--- src/rtl/fir_pkg.sv ---
// Shared definitions for the FIR datapath: sample width and the signed sample type.
package fir_pkg;
    localparam int SAMPLE_W = 9;
    typedef logic signed [SAMPLE_W-1:0] sample_t;
endpackage

--- src/rtl/fir_sync_fifo.sv ---
// Generic first-word-fall-through FIFO. The head entry is presented combinationally,
// and the last popped word is held on data_o while the FIFO is empty.
module fir_sync_fifo
    import fir_pkg::*;
#(
    parameter int WIDTH = SAMPLE_W,
    parameter int DEPTH = 8
) (
    input  logic                      clk_i,
    input  logic                      rst_i,
    input  logic                      push_i,
    input  logic                      pop_i,
    input  logic signed [WIDTH-1:0]   data_i,
    output logic signed [WIDTH-1:0]   data_o,
    output logic [$clog2(DEPTH):0]    level_o,
    output logic                      full_o,
    output logic                      empty_o
);
    localparam int AW = $clog2(DEPTH);

    logic [AW:0]              wrPtr_q, wrPtr_d;
    logic [AW:0]              rdPtr_q, rdPtr_d;
    logic signed [WIDTH-1:0]  hold_q, hold_d;
    logic signed [WIDTH-1:0]  mem_q [DEPTH];
    logic                     doPush, doPop;

    // The extra pointer bit tells a full FIFO apart from an empty one.
    assign empty_o = (wrPtr_q == rdPtr_q);
    assign level_o = wrPtr_q - rdPtr_q;
    assign full_o  = (level_o == (AW+1)'(DEPTH));
    assign doPop   = pop_i && !empty_o;
    assign doPush  = push_i && (!full_o || doPop);
    assign data_o  = empty_o ? hold_q : mem_q[rdPtr_q[AW-1:0]];

    always_comb begin
        wrPtr_d = wrPtr_q;
        rdPtr_d = rdPtr_q;
        hold_d  = hold_q;
        if (doPush) begin
            wrPtr_d = wrPtr_q + 1'b1;
        end
        if (doPop) begin
            rdPtr_d = rdPtr_q + 1'b1;
            hold_d  = mem_q[rdPtr_q[AW-1:0]];
        end
    end

    always_ff @(posedge clk_i) begin
        if (rst_i) begin
            wrPtr_q <= '0;
            rdPtr_q <= '0;
            hold_q  <= '0;
        end else begin
            wrPtr_q <= wrPtr_d;
            rdPtr_q <= rdPtr_d;
            hold_q  <= hold_d;
        end
    end

    always_ff @(posedge clk_i) begin
        if (doPush) begin
            mem_q[wrPtr_q[AW-1:0]] <= data_i;
        end
    end
endmodule

--- src/rtl/fir_decim_fifo.sv ---
// FIR output stage: keeps one of every DECIM samples and buffers them in a FWFT FIFO.
// Define FIR_DECIM_DROP_CNT_EN to add the saturating drop_cnt port and counter.
module fir_decim_fifo
    import fir_pkg::*;
#(
    parameter int WIDTH = SAMPLE_W,
    parameter int DECIM = 4,
    parameter int DEPTH = 8
`ifdef FIR_DECIM_DROP_CNT_EN
    ,
    parameter int CNT_W = 16
`endif
) (
    input  logic                      clk,
    input  logic                      rst,
    input  logic                      in_valid,
    input  logic signed [WIDTH-1:0]   in_data,
    input  logic                      sync,
    output logic                      out_valid,
    input  logic                      out_ready,
    output logic signed [WIDTH-1:0]   out_data,
    output logic [$clog2(DEPTH):0]    level,
    output logic                      full,
    output logic                      overflow,
    input  logic                      clr_ovf
`ifdef FIR_DECIM_DROP_CNT_EN
    ,
    output logic [CNT_W-1:0]          drop_cnt
`endif
);
    localparam int PH_W = (DECIM > 1) ? $clog2(DECIM) : 1;
    localparam logic [PH_W-1:0] PH_LAST = PH_W'(DECIM - 1);
    localparam logic [PH_W-1:0] PH_SYNC = (DECIM > 1) ? PH_W'(1) : '0;

    logic [PH_W-1:0] phase_q, phase_d;
    logic            overflow_q, overflow_d;
    logic            keep, pop, drop, empty;

    assign keep      = in_valid && (sync || (phase_q == '0));
    assign pop       = out_ready && !empty;
    assign drop      = keep && full && !pop;
    assign out_valid = !empty;
    assign overflow  = overflow_q;

    fir_sync_fifo #(
        .WIDTH (WIDTH),
        .DEPTH (DEPTH)
    ) u_fifo (
        .clk_i   (clk),
        .rst_i   (rst),
        .push_i  (keep),
        .pop_i   (out_ready),
        .data_i  (in_data),
        .data_o  (out_data),
        .level_o (level),
        .full_o  (full),
        .empty_o (empty)
    );

    // A sync accompanying a sample keeps it and restarts counting right after it.
    always_comb begin
        phase_d    = phase_q;
        overflow_d = overflow_q;
        if (in_valid && sync) begin
            phase_d = PH_SYNC;
        end else if (in_valid) begin
            phase_d = (phase_q == PH_LAST) ? '0 : phase_q + 1'b1;
        end else if (sync) begin
            phase_d = '0;
        end
        if (drop) begin
            overflow_d = 1'b1;
        end else if (clr_ovf) begin
            overflow_d = 1'b0;
        end
    end

    always_ff @(posedge clk) begin
        if (rst) begin
            phase_q    <= '0;
            overflow_q <= 1'b0;
        end else begin
            phase_q    <= phase_d;
            overflow_q <= overflow_d;
        end
    end

`ifdef FIR_DECIM_DROP_CNT_EN
    logic [CNT_W-1:0] dropCnt_q, dropCnt_d;

    // A drop in the same cycle as a clear restarts the count at one.
    always_comb begin
        dropCnt_d = dropCnt_q;
        if (drop) begin
            if (clr_ovf) begin
                dropCnt_d = CNT_W'(1);
            end else if (!(&dropCnt_q)) begin
                dropCnt_d = dropCnt_q + 1'b1;
            end
        end else if (clr_ovf) begin
            dropCnt_d = '0;
        end
    end

    always_ff @(posedge clk) begin
        if (rst) begin
            dropCnt_q <= '0;
        end else begin
            dropCnt_q <= dropCnt_d;
        end
    end

    assign drop_cnt = dropCnt_q;
`endif
endmodule

--- config.mk ---
export PLATFORM = sky130hd
export DESIGN_NAME = fir_decim_fifo
export DESIGN_NICKNAME = d
export VERILOG_FILES = /design/src/rtl/fir_pkg.sv /design/src/rtl/fir_sync_fifo.sv /design/src/rtl/fir_decim_fifo.sv
export SDC_FILE = /design/constraint.sdc
export NUM_CORES = 1
export LEC_CHECK = 0
export ABC_AREA = 1
export CAP_MARGIN = 40
export CORE_ASPECT_RATIO = 0.5
export CORE_MARGIN = 2
export CORE_UTILIZATION = 30
export CTS_BUF_LIST = sky130_fd_sc_hd__clkbuf_2 sky130_fd_sc_hd__clkbuf_4 sky130_fd_sc_hd__clkbuf_8
export DETAILED_ROUTE_END_ITERATION = 12
export PLACE_DENSITY_LB_ADDON = 0.1
export REMOVE_ABC_BUFFERS = 1
export SLEW_MARGIN = 5
export SYNTH_ARGS = -nofsm -noshare
export SYNTH_HDL_FRONTEND = slang
export SYNTH_SLANG_ARGS = --single-unit
--- constraint.sdc ---
create_clock -name clk -period 3.2 [get_ports clk]
set_input_delay 0.96 -clock clk [delete_from_list [all_inputs] [get_ports clk]]
set_output_delay 0.96 -clock clk [all_outputs]
set_load 0.05 [all_outputs]
==> parameters.txt <==
Parameter                              Value

Status
  Outcome ... complete, no violations

Power
  Pwr Total ... 4.52 mW
  Sequential power share ... 0.337
  Switching Fraction ... 0.424
  Leak pwr ... 1.70 nW
  Pwr dens ... ~930 nW/um2
  Internal Power ... 2.60 mW
  Gate power share ... 0.499
  Fraction of power consumed by the clock network ... 0.164
  Sw Pwr ... roughly 1.9 mW
  Maximum VDD drop ... 662 uV

Placed design
  GPL Wtd Cong ... ~0.73
  Placed standard-cell area ... ~4600 um2
  Placed wire-length estimate after detailed placement ... 5490 um
  Number of buffer cells added on primary ports ... 30

Setup path
  Kind of critical path ... register to primary output
  Kind of launch point of the worst setup path ... register
  Worst Setup End Kind ... primary output
  Worst Reg2Reg Path Length in Cells ... 11
  Arrival time reported for the critical path endpoint ... ~2200 ps
  Worst r2r dst ... u_fifo.mem_q[2][3]
  Worst reg-to-reg setup slack ... ~790 ps
  Critical-path maximum fanout ... 6
  Required time of the critical path ... around 2200 ps
  Crit Reg-Reg Startpoint ... u_fifo.rdPtr_q[0]

Detailed routing
  Final ANT Viol Nets ... 0
  Length of the first detailed-routing pass in iterations ... 5
  Vias per cell ... 4.59
  Via count of the routed design ... 2674
  DRT Wirelength ... about 8900 um
  Remaining design rule violation count ... 0
  Number of DRC markers in iteration 0 ... approximately 130
  Average wire per cell in the routed design ... 15.3 um

Logic synthesis
  Dominant cells by area after synthesis ... edfxtp_1 54%, dfxtp_1 11%, o21ai_0 7.6%
  Fraction of the yosys area taken by sequential cells ... 0.651
  Largest area contributor in the synthesized netlist ... edfxtp_1
  Yosys reg bits ... 95
  Gate count after technology mapping ... between 300 and 400
  Mean area per synthesized cell ... about 11 um2
  Number of different library cells in the post-synthesis netlist ... 30
  Leading cell types by count after synthesis ... 72 x edfxtp_1, 72 x nor2_1, 61 x o21ai_0
  Predominant post-synthesis flop cell ... edfxtp_1
  Count of yosys warnings during synthesis ... 0
  Area share of the largest cell type after synthesis ... 0.537
  Async SR Flop Fraction ... 0
  Post-synth EDFFs ... between 70 and 80
  Post-synthesis instance area ... slightly above 4000 um2

Die
  Height of the die ... 85.9 um
  Starting Density ... 0.313
  Ports ... 31
  Horizontal extent of the die ... ~170 um
  Die area ... ~14000 um2
  Core box area ... 12900 um2
  Number of placement rows ... 29

Final layout
  Final standard cell area without fillers ... about 4900 um2
  Final net count ... 430
  Fraction of layout cells with a size suffix above 1 ... 0.165
  Antenna diode instance count ... 0
  Area used by multi-input combinational logic ... between 1000 and 1500 um2
  Fraction of the core area covered by cells at the end of the flow ... 0.377
  Total of fill cells in the finished design ... about 1200
  Sequential cell area ... approximately 2600 um2
  Growth of design area from synthesis to finish ... 20.6%

STA
  Worst clock skew ... between 10 and 15 ps
  Achievable frequency ... 0.322 GHz
  Worst hold margin ... between 500 and 600 ps
  Share of the clock period used by the worst path after layout ... 0.970
  Final critical delay including setup and external delays ... around 3100 ps
  Headroom to the max-slew limit ... 0.605
  Setup TNS after final layout ... 0 ps
  Actual slew at the worst max-slew pin ... between 500 and 600 ps
  Number of setup violations in the final report ... 0
  Pins over their slew limit ... 0
  Final-report hold violation count ... 0

Clocking
  Worst-skew pair later-pin latency ... 370 ps
  Bufs on Longest Clock Path ... 2
  Clk slew on worst S/H paths ... around 90 ps
  H-tree levels ... 3
  Quantity of hold-fixing buffers added after cts ... 0
  Cell chosen for the clock root ... clkbuf_8
  Clock tree from TritonCTS ... done
  Number of sinks driven by the clock tree ... 95
  Clock buffer count from CTS ... 9

GRT
  Number of antenna violations at the first check in global routing ... 0
  Final global-route overflow total ... 0
  Pin count of the biggest net entering global routing ... 37
  Total GRT Usage ... 0.132
  Wire length of the first global-routing pass ... between 10000 and 15000 um
  Vias in the first global route ... around 2600

Worst hold path
  Endpoint with the worst hold slack ... u_fifo.wrPtr_q[3]
  HP Start ... u_fifo.wrPtr_q[3]
  Depth of the worst hold-timing path ... 2
  Class of the tightest hold or removal check ... register to register

Run
  Number of maximum-capacitance constraint violations ... 0
## layout make-up
type                    count  area share
clock buffers              10      0.0270
clock inverters             6      0.0106
inverters                  19      0.0157
multi-input cells         236       0.255
flip-flops and latches     95       0.541
well taps                 170      0.0438
repair buffers             46       0.107
## through the flow
step           worst slack [ps]  instances
2_1_floorplan              -616        350
3_3_place_gp                354        565
3_5_place_dp                329        565
4_1_cts                   -5.11        581
5_1_grt                   -6.33        582
6_report                   94.7        582
## power by group through the flow
| stage | clock, mW | sequential (mW) | combinational [mW] |
|---|---|---|---|
| finish | 0.740 | 1.52 | 2.26 |
| floorplan | 0 | 1.59 | 1.24 |
| CTS | 0.773 | 1.52 | 2.25 |
| detailed placement | 0 | 1.54 | 2.23 |
| global route | 0.823 | 1.54 | 2.44 |
| global placement | 0 | 1.54 | 2.21 |
## worst max path at each step
stage	start	end	slack [ps]	depth (start not counted)
final	u_fifo.rdPtr_q[0]	full	90	7
after global routing	u_fifo.rdPtr_q[0]	full	-6	7
after CTS	u_fifo.wrPtr_q[0]	full	-5	8
after detailed placement	u_fifo.wrPtr_q[0]	full	330	8
after global placement	u_fifo.wrPtr_q[0]	full	350	8
after floorplan	u_fifo.wrPtr_q[0]	out_data[0]	-620	7
## worst max-delay path: stages, from the launching register on
cell and delay (ps):
dfxtp_2 410, ha_4 150, inv_2 40, fa_1 480, or2_1 230, nor2_2 170
and2_4 180, buf_12 130
## what timing repair did
action	CTS	global route
endpoints found under the setup margin	2	10
resized for setup	4	10
pin swaps	1	4
setup buffers	0	1
hold endpoints to repair	0	0
## logic make-up after synthesis
kind of cell	synth area share
AOI/OAI and AO/OA	0.136
xor gates and xnor gates	0.00652
DFF	0.651
buffers and inverters	0.0494
adders and majority gates	0.0267
and+or+nand+nor	0.130
## placed cells by master (no fill, tap or decap), drive strengths merged
| cell | n |
|---|---|
| nand2 | 34 |
| or2 | 1 |
| nor3 | 1 |
| a21oi | 17 |
| fa | 1 |
| o21a | 2 |
| nand4 | 1 |
| and2 | 1 |
| inv | 22 |
| o211ai | 9 |
| buf | 30 |
| ha | 7 |
| dfxtp | 23 |
| edfxtp | 72 |
| clkinvlp | 3 |
| o21ai | 76 |
| clkbuf | 10 |
| nand3 | 8 |
| nand3b | 1 |
| clkdlybuf4s50 | 16 |
| nor2 | 74 |
| xor2 | 3 |
## sequential cells by signal, summed over array words and instances (netlist names), named ones only
signal,cells
u_fifo.wrPtr_q,4
phase_q,2
u_fifo.rdPtr_q,4
overflow,1
u_fifo.hold_q,9
u_fifo.mem_q,72
## metal layers
layer / part of all wire / up-vias / GRT usage
li1: - / 1361 / -
met1: 0.50 / 1263 / 0.176
met2: 0.45 / 39 / 0.209
met3: 0.033 / 11 / 0.0392
met4: 0.012 / 0 / 0.0419
met5: 0 / - / 0
Note: power is estimated with default switching activity, not from simulation.
